[src/rtl/uart_pkg.sv]
// uart_pkg: state encoding and shared constants for the UART receiver and transmitter
// Optional feature macro: UART_RX_PARITY_EN adds the PARITY receive state.
package uart_pkg;

    localparam int DATA_BITS        = 8;
    localparam int CLKS_PER_BIT_DEF = 434;

    typedef enum logic [2:0] {
        IDLE,
        START,
        DATA,
`ifdef UART_RX_PARITY_EN
        PARITY,
`endif
        STOP,
        BREAK
    } rx_state_t;

endpackage

[src/rtl/uart_rx_sync.sv]
// uart_rx_sync: two-flop synchronizer for the asynchronous serial line, resets to idle-high
module uart_rx_sync (
    input  logic clk,
    input  logic rst_n,
    input  logic d,
    output logic q
);

    logic meta;

    // shift the raw line through two flops to settle metastability
    always_ff @(posedge clk or negedge rst_n) begin
        if (!rst_n) {q, meta} <= 2'b11;
        else        {q, meta} <= {meta, d};
    end

endmodule

[src/rtl/uart_rx.sv]
// uart_rx: 8N1 UART receiver with mid-bit sampling, glitch rejection and break handling
// Optional feature macro: UART_RX_PARITY_EN enables an even parity bit (8E1 frames).
module uart_rx
    import uart_pkg::*;
#(
    parameter int CLKS_PER_BIT = CLKS_PER_BIT_DEF
) (
    input  logic                 clk,
    input  logic                 rst_n,
    input  logic                 rx,
    output logic [DATA_BITS-1:0] rxdata,
    output logic                 rxfinish,
    output logic                 frame_err
);

    localparam int             CW   = $clog2(CLKS_PER_BIT);
    localparam logic [CW-1:0]  HALF = CW'(CLKS_PER_BIT / 2 - 1);
    localparam logic [CW-1:0]  LAST = CW'(CLKS_PER_BIT - 1);
`ifdef UART_RX_PARITY_EN
    localparam rx_state_t      AFTER_DATA = PARITY;
`else
    localparam rx_state_t      AFTER_DATA = STOP;
`endif

    rx_state_t            state, state_n;
    logic                 rx_s;
    logic [CW-1:0]        cnt;
    logic [2:0]           bit_cnt;
    logic [DATA_BITS-1:0] shift;
    logic                 tick_half, tick_full, frame_ok, fin_d, err_d;

    uart_rx_sync u_sync (
        .clk   (clk),
        .rst_n (rst_n),
        .d     (rx),
        .q     (rx_s)
    );

    assign tick_half = cnt == HALF;
    assign tick_full = cnt == LAST;

`ifdef UART_RX_PARITY_EN
    logic par_bit;

    // capture the parity bit at its mid-point
    always_ff @(posedge clk or negedge rst_n) begin
        if (!rst_n)                          par_bit <= 1'b0;
        else if (state == PARITY && tick_full) par_bit <= rx_s;
    end

    assign frame_ok = rx_s && (par_bit == ^shift);
`else
    assign frame_ok = rx_s;
`endif

    // state register
    always_ff @(posedge clk or negedge rst_n) begin
        if (!rst_n) state <= IDLE;
        else        state <= state_n;
    end

    // next-state: start detect, half-bit start check, mid-bit data, stop verdict, break wait
    always_comb begin
        state_n = state;
        case (state)
            IDLE:    if (!rx_s)     state_n = START;
            START:   if (tick_half) state_n = rx_s ? IDLE : DATA;
            DATA:    if (tick_full && bit_cnt == 3'(DATA_BITS - 1)) state_n = AFTER_DATA;
`ifdef UART_RX_PARITY_EN
            PARITY:  if (tick_full) state_n = STOP;
`endif
            STOP:    if (tick_full) state_n = rx_s ? IDLE : BREAK;
            BREAK:   if (rx_s)      state_n = IDLE;
            default:                state_n = IDLE;
        endcase
    end

    // output decode: the stop-bit verdict yields exactly one of the two pulses
    always_comb begin
        fin_d = state == STOP && tick_full && frame_ok;
        err_d = state == STOP && tick_full && !frame_ok;
    end

    // datapath: bit timing, bit count, LSB-first shift and registered outputs
    always_ff @(posedge clk or negedge rst_n) begin
        if (!rst_n) begin
            cnt       <= '0;
            bit_cnt   <= '0;
            shift     <= '0;
            rxdata    <= '0;
            rxfinish  <= 1'b0;
            frame_err <= 1'b0;
        end else begin
            cnt <= (state != state_n || tick_full || state == IDLE || state == BREAK) ? '0 : cnt + 1'b1;
            if (state == IDLE)
                bit_cnt <= '0;
            else if (state == DATA && tick_full)
                bit_cnt <= bit_cnt + 3'd1;
            if (state == DATA && tick_full)
                shift <= {rx_s, shift[DATA_BITS-1:1]};
            if (fin_d)
                rxdata <= shift;
            rxfinish  <= fin_d;
            frame_err <= err_d;
        end
    end

endmodule

[config.mk]
export PLATFORM = sky130hd
export DESIGN_NAME = uart_rx
export DESIGN_NICKNAME = d
export VERILOG_FILES = /design/src/rtl/uart_pkg.sv /design/src/rtl/uart_rx_sync.sv /design/src/rtl/uart_rx.sv
export SDC_FILE = /design/constraint.sdc
export NUM_CORES = 1
export LEC_CHECK = 0
export CAP_MARGIN = 20
export CORE_MARGIN = 2
export CORE_UTILIZATION = 50
export CTS_BUF_LIST = sky130_fd_sc_hd__clkbuf_4 sky130_fd_sc_hd__clkbuf_8
export CTS_CLUSTER_SIZE = 20
export DETAILED_ROUTE_END_ITERATION = 16
export PLACE_DENSITY = 0.78
export SYNTH_ARGS = -nofsm -noshare
export SYNTH_HDL_FRONTEND = slang
export SYNTH_HIERARCHICAL = 1
export SYNTH_SLANG_ARGS = --single-unit
[constraint.sdc]
create_clock -name clk -period 3 [get_ports clk]
set_input_delay 0.3 -clock clk [delete_from_list [all_inputs] [get_ports clk]]
set_output_delay 0.3 -clock clk [all_outputs]
set_load 0.03 [all_outputs]
==> results of run 1 <==
power breakdown:
group | internal [mW] | total, mW | leakage [nW] | switching (mW)
logic | 0.00326 | 0.0125 | 0.341 | 0.00923
clock network | 0.0994 | 0.260 | 0.0317 | 0.160
registers | 0.474 | 0.475 | 0.467 | 0.00131
total | 0.577 | 0.748 | 0.840 | 0.171
worst max path at each step:
stage / from / endpoint / slack (ps) / depth (start not counted)
floorplan: cnt[1]$_DFF_PN0_ / rxdata[0]$_DFFE_PN0P_ / 980 / 7
global placement: cnt[1]$_DFF_PN0_ / rxdata[2]$_DFFE_PN0P_ / 930 / 7
detailed placement: cnt[1]$_DFF_PN0_ / rxdata[6]$_DFFE_PN0P_ / 850 / 7
CTS: cnt[1]$_DFF_PN0_ / rxdata[6]$_DFFE_PN0P_ / 830 / 7
global route: cnt[1]$_DFF_PN0_ / rxdata[6]$_DFFE_PN0P_ / 680 / 7
finish: cnt[1]$_DFF_PN0_ / rxdata[6]$_DFFE_PN0P_ / 840 / 7
flip-flops by register name (all words and copies together) (netlist names):
register,flops
u_sync/meta,1
cnt,9
bit_cnt,3
frame_err,1
state,3
rxdata,8
shift,8
u_sync/q,1
rxfinish,1
per-stage QoR:
| step | cells | hold slack (ps) |
|---|---|---|
| final | 179 | 350 |
| after global routing | 179 | 339 |
| after CTS | 179 | 343 |
| after detailed placement | 171 | 349 |
| after global placement | 171 | 347 |
| after floorplan | 129 | 4.41 |
cells by family after synthesis:
logic type	after synthesis
multiplexers	19
AO/OA/AOI/OAI	8
flip-flops	35
AND/OR/NAND/NOR	41
XOR/XNOR	7
buffers and inverters	14
adder cells (fa/ha/maj)	5
area by class of cell:
| class | instances | area share [%] |
|---|---|---|
| Inverter | 9 | 1.91 |
| Timing Repair Buffer | 14 | 7.64 |
| Sequential cell | 35 | 49.7 |
| Multi-Input combinational cell | 80 | 35.2 |
| Tap cell | 33 | 2.34 |
| Clock buffer | 6 | 2.55 |
| Clock inverter | 2 | 0.708 |
metal layers:
layer,wire length (microns),share of wire (%),vias up
met1,1170,45,472
met3,106,4.1,9
met4,81,3.1,0
li1,-,-,472
met2,1230,47,19
met5,0,0,-
cells in the mapped netlist (all sizes together) (2+ instances only):
cell type,instances,area [sq um]
or4,2,15.0
nor2,16,60.1
dfstp,2,52.6
dfrtp,33,826
nor3,3,15.0
nand3,5,30.0
ha,5,62.6
xnor2,5,43.8
mux2i,2,20.0
buf,2,16.3
nor4,4,40.0
xor2,2,17.5
nand2,7,26.3
inv,9,33.8
a22o,3,26.3
clkbuf,3,11.3
mux2,17,191
==> flow_summary.json, run 1 <==
{
  "status": "finished clean",
  "use_met1_pct": 21.0,
  "ir_worst_vdd_uv": 289,
  "post_synth_and_or_nand_nor_area_fraction_pct": 13.9,
  "cts_repair_resizes": 0,
  "min_path_type": "input port to async pin",
  "syn_nets": 137,
  "floorplan_row_count": 20,
  "clock_latency_ps": 350,
  "synth_compound_area_share_pct": 4.49,
  "sum_of_buffers_and_inverters_on_the_critical_path": 2,
  "final.fill_count": 257,
  "postSynthRegisterBits": 35,
  "drt.antenna.violating_nets": 0,
  "drc_errors": 0,
  "power.density_cell_area_nw_per_um2": 423,
  "grt_start_max_net_pins": 36,
  "worst-endpoint-required_ps": 3240,
  "power_leakage_nw": 0.840,
  "drt-initial-drc-count": 25,
  "critical_path.reg2reg.startpoint": "cnt[1]$_DFF_PN0_",
  "cp.arrival_ps": 2400,
  "io_pins": 13,
  "cts_hold_repair.buffers": 0,
  "arithmetic_cell_share_of_the_synthesized_area_counting_full_adders_half_adders_and_majority_gates_pct": 4.01,
  "fin_tns_setup_ps": 0,
  "route.vias.total": 972,
  "avgRoutedWirePerCell_microns": 14.5,
  "post-route-util_pct": 58.9,
  "busiest_layer": "met2",
  "most_common_cell_after_layout_fill_and_taps_aside": "sky130_fd_sc_hd__dfrtp_1",
  "clkSlewWorstSetupHoldPaths_ps": 110,
  "rr_worst_depth": 7,
  "fin_ws_ps": 839,
  "post_dp_area_sq_um": 1710,
  "clock-sinks": 35,
  "muxShareOfSynthArea_pct": 13.5,
  "timing.critical_path.slowest_stage_cell": "sky130_fd_sc_hd__and4_1",
  "timing_worst_slew_pin_value_ps": 446,
  "use_met2_pct": 26.6,
  "synth_area_per_cell_sq_um": 12.1,
  "met3_usage_pct": 6.71,
  "initial_antenna_violation_count": 0,
  "multi_input_gate_area_sq_um": 622,
  "die_width_microns": 59.9,
  "synth_warnings": 6,
  "timing.critical_path.max_delay_family": "simple AND/OR/NAND/NOR gates",
  "unrepaired_setup_endpoints_after_global_routing": "false",
  "final_design_area_no_fill_sq_um": 1770,
  "drive_above_1_share_pct": 22.6,
  "numCtsBuffers": 5,
  "start_util_pct": 52.0,
  "groute.usage.overall_pct": 17.2,
  "setup-violations-final": 0,
  "synthesis.instances": 129,
  "synth-seq-area-share_pct": 56.3,
  "via_per_inst": 5.43,
  "synth_xor_area_share_pct": 3.93,
  "critical_path.cell_chain": "inv_1 -> ha_1 -> nand4b_1 -> nor4_4 -> buf_4 -> and4_1 -> mux2_2",
  "most_used_cells_in_the_layout_excluding_fill_and_tap_cells": "sky130_fd_sc_hd__dfrtp_1 (33), sky130_fd_sc_hd__mux2_2 (17), sky130_fd_sc_hd__nor2_1 (16), sky130_fd_sc_hd__clkdlybuf4s50_1 (12), sky130_fd_sc_hd__inv_1 (9)",
  "postSynth.topFlopCell": "sky130_fd_sc_hd__dfrtp_1",
  "htree_levels": 2,
  "critical_path_launch_point_type": "flop",
  "first_pass_grt_wire_length_mm": 4.41,
  "achievable-frequency_mhz": 463,
  "dp_hpwl_mm": 1.86,
  "timing_hold_violations_final": 0,
  "chipHeight_microns": 59.9,
  "max_stage_delay_ps": 430,
  "final_nets": 153,
  "gp_routability_congestion": 0.852,
  "final.min_clock_period_ps": 2160,
  "wirelength_mm": 2.59,
  "grt_pass1_vias": 971,
  "grt_remaining_overflow": 0,
  "cts_tree": "yes",
  "cts_max_path_buffers": 2,
  "drtPass1Iterations": 3,
  "worst-r2r-setup-slack_ps": 840,
  "final_max_slew_viol_count": 0,
  "path_class": "flop to flop",
  "path_max_fanout": 10,
  "max_cap_viols": 0,
  "timing.final.crit_share_pct": 72.0,
  "cts.root.buffer_cell": "sky130_fd_sc_hd__clkbuf_4",
  "synth_enable_flop_cells": 0,
  "dominant_combinational_cell_family_by_area_after_synthesis": "simple AND/OR/NAND/NOR gates",
  "cp-end-kind": "flop",
  "port_buffer_count": 12,
  "power.total_mw": 0.748,
  "core_area_sq_um": 3000,
  "register_area_sq_um": 878,
  "cts_setup_buffers": 0,
  "share_of_flip_flops_with_an_asynchronous_set_or_reset_pct": 100,
  "n_antenna_cell": 0,
  "worstReg2RegEnd": "rxdata[6]$_DFFE_PN0P_",
  "preCtsSetupSlack_ps": 850,
  "synth.cell_area_sq_um": 1560,
  "area.growth.synth_to_final_pct": 13.2,
  "final.setup_skew_ps": 8.43,
  "timing.slew.headroom_pct": 70.0,
  "die_area_sq_um": 3590,
  "yosys_cell_types": 29
}
(Power assumes the default switching activity.)
==> inputs of run 2 (changes only) <==
--- a/config.mk
+++ b/config.mk
@@ -11,7 +11,7 @@
 export CTS_BUF_LIST = sky130_fd_sc_hd__clkbuf_4 sky130_fd_sc_hd__clkbuf_8
 export CTS_CLUSTER_SIZE = 20
 export DETAILED_ROUTE_END_ITERATION = 16
-export PLACE_DENSITY = 0.78
+export PLACE_DENSITY = 0.81
 export SYNTH_ARGS = -nofsm -noshare
 export SYNTH_HDL_FRONTEND = slang
 export SYNTH_HIERARCHICAL = 1
==> constraint.sdc (replaced) <==
create_clock -name clk -period 1.9 [get_ports clk]
set_input_delay 0.19 -clock clk [delete_from_list [all_inputs] [get_ports clk]]
set_output_delay 0.19 -clock clk [all_outputs]
set_load 0.03 [all_outputs]
==> run 2 against run 1 <==
Effect of this change: combinational power grew 57%; die area is the same; sequential share of layout area shrank 2.5 points; critical path type unchanged; critical endpoint is now bit_cnt[0]$_DFFE_PN0P_; largest cell class unchanged.
==> flow_summary.json, run 2 (synthesized netlist as in run 1, its figures left out) <==
{
  "timing.final.crit_share_pct": 94.4,
  "first_pass_grt_wire_length_mm": 4.31,
  "min_path_type": "input port to async pin",
  "via_per_inst": 5.19,
  "groute.usage.overall_pct": 16.6,
  "critical_path.reg2reg.startpoint": "cnt[1]$_DFF_PN0_",
  "rr_worst_depth": 7,
  "final.min_clock_period_ps": 1790,
  "instances_no_fill": 184,
  "power_leakage_nw": 0.891,
  "max_ffs_per_register": 9,
  "final_max_slew_viol_count": 0,
  "area.growth.synth_to_final_pct": 19.2,
  "path_max_fanout": 8,
  "most_used_cells_in_the_layout_excluding_fill_and_tap_cells": "sky130_fd_sc_hd__dfrtp_1 (33), sky130_fd_sc_hd__mux2_2 (17), sky130_fd_sc_hd__nor2_1 (16), sky130_fd_sc_hd__clkdlybuf4s50_1 (12), sky130_fd_sc_hd__inv_1 (9)",
  "port_buffer_count": 12,
  "final_nets": 158,
  "drc_errors": 0,
  "combinationalPowerShare_pct": 1.4,
  "core_area_sq_um": 3000,
  "unrepaired_setup_endpoints_after_global_routing": "false",
  "grt_remaining_overflow": 0,
  "dp_hpwl_mm": 1.75,
  "avgRoutedWirePerCell_microns": 13.4,
  "drt-initial-drc-count": 42,
  "timing_worst_slew_pin_value_ps": 424,
  "critical_path.cell_chain": "inv_1 -> ha_1 -> nand4b_1 -> nor4_4 -> buf_4 -> mux2_2 -> a22o_1",
  "timing_hold_violations_final": 0,
  "critical_path_launch_point_type": "flop",
  "grt_pass1_vias": 991,
  "initial_antenna_violation_count": 0,
  "floorplan_row_count": 20,
  "power.share.sequential_pct": 52.3,
  "power.density_cell_area_nw_per_um2": 772,
  "cts.root.buffer_cell": "sky130_fd_sc_hd__clkbuf_4",
  "max_stage_delay_ps": 400,
  "max_cap_viols": 0,
  "route.vias.total": 955,
  "final.fill_count": 235,
  "drt.antenna.violating_nets": 0,
  "worst-endpoint-required_ps": 2130,
  "cts_tree": "yes",
  "drive_above_1_share_pct": 25.2,
  "worstReg2RegEnd": "bit_cnt[0]$_DFFE_PN0P_",
  "register_area_sq_um": 878,
  "drtPass1Iterations": 4,
  "grt_start_max_net_pins": 36,
  "cts_max_path_buffers": 2,
  "cts_setup_buffers": 0,
  "numCtsBuffers": 5,
  "io_pins": 13,
  "setup-violations-final": 0,
  "die_width_microns": 59.9,
  "clock_latency_ps": 340,
  "ir_worst_vdd_uv": 440,
  "fin_tns_setup_ps": 0,
  "cp.arrival_ps": 2030,
  "status": "finished clean",
  "die_area_sq_um": 3590,
  "worst-r2r-setup-slack_ps": 110,
  "clkSlewWorstSetupHoldPaths_ps": 110,
  "netSwitchingPower_mw": 0.258,
  "clock_network_power_share_pct": 46.4,
  "timing.critical_path.slowest_stage_cell": "sky130_fd_sc_hd__dfrtp_1",
  "path_class": "flop to flop",
  "htree_levels": 2,
  "worst_setup_path_endpoint": "bit_cnt[0]$_DFFE_PN0P_",
  "wirelength_mm": 2.47,
  "top_regs": "cnt: 9 flops, rxdata: 8 flops, shift: 8 flops",
  "cp-end-kind": "flop",
  "gp_routability_congestion": 0.809,
  "chipHeight_microns": 59.9,
  "n_antenna_cell": 0,
  "clock-sinks": 35,
  "timing.slew.headroom_pct": 71.7,
  "achievable-frequency_mhz": 557,
  "p_int_mw": 1.18,
  "placed_cells": 176,
  "crit_start": "cnt[1]$_DFF_PN0_",
  "power.total_mw": 1.44,
  "final.setup_skew_ps": 14.1,
  "netSwitchingFraction_pct": 17.9,
  "start_util_pct": 52.0,
  "registers.top_by_ff_count": "cnt",
  "multi_input_gate_area_sq_um": 629,
  "most_common_cell_after_layout_fill_and_taps_aside": "sky130_fd_sc_hd__dfrtp_1"
}
## run 2: cell type report
cell class / instances / area share (%)
clock inverters: 2 / 3.23
inverters: 9 / 1.82
flip-flops and latches: 35 / 47.2
well taps: 33 / 2.22
clock buffers: 6 / 2.42
repair buffers: 19 / 9.28
multi-input cells: 80 / 33.8
## run 2: stage by stage
step,utilization [%],hold slack [ps],area [sq um],setup slack (ps)
final,62.0,253,1860,105
after global routing,62.0,241,1860,2.48
after CTS,61.7,235,1850,33.1
after detailed placement,58.2,352,1750,42.2
after global placement,58.2,348,1750,145
after floorplan,-,-106,1560,-41.2
## run 2: worst min path at each step
stage	slack, ps	cells past startpoint	end
after floorplan	-110	0	bit_cnt[0]$_DFFE_PN0P_
after global placement	350	0	u_sync/q$_DFF_PN1_
after detailed placement	350	0	u_sync/q$_DFF_PN1_
after CTS	230	1	u_sync/meta$_DFF_PN1_
after global routing	240	1	u_sync/meta$_DFF_PN1_
final	250	2	shift[0]$_DFFE_PN0P_
## run 2: timing repair
action | 4_1_cts | 5_1_grt
setup endpoints to repair | 0 | 8
resized for setup | 0 | 1
hold buffers | 0 | 0
## run 2: metal layers
| metal | wire length, microns | vias up | global-route usage [%] |
|---|---|---|---|
| li1 | - | 486 | - |
| met1 | 1190 | 450 | 21.5 |
| met2 | 1160 | 13 | 25.2 |
| met3 | 82 | 6 | 5.84 |
| met4 | 36 | 0 | 6.67 |
| met5 | 0 | - | 0 |
## run 2: worst max-delay path, delay by kind of cell, from the launching register on
family	cells	cell delay, ps
buffers and inverters	2	320
AOI/OAI and AO/OA	1	170
muxes	1	340
DFF	1	400
and+or+nand+nor	2	320
adders and majority gates	1	140
## run 2: power groups by stage
| stage | logic, mW | registers [mW] | clock network (mW) |
|---|---|---|---|
| after detailed placement | 0.0209 | 0.765 | 0 |
| final | 0.0196 | 0.750 | 0.666 |
| after floorplan | 0.000664 | 0.764 | 0 |
| after global placement | 0.0203 | 0.765 | 0 |
| after global routing | 0.0235 | 0.751 | 0.720 |
| after CTS | 0.0210 | 0.751 | 0.683 |
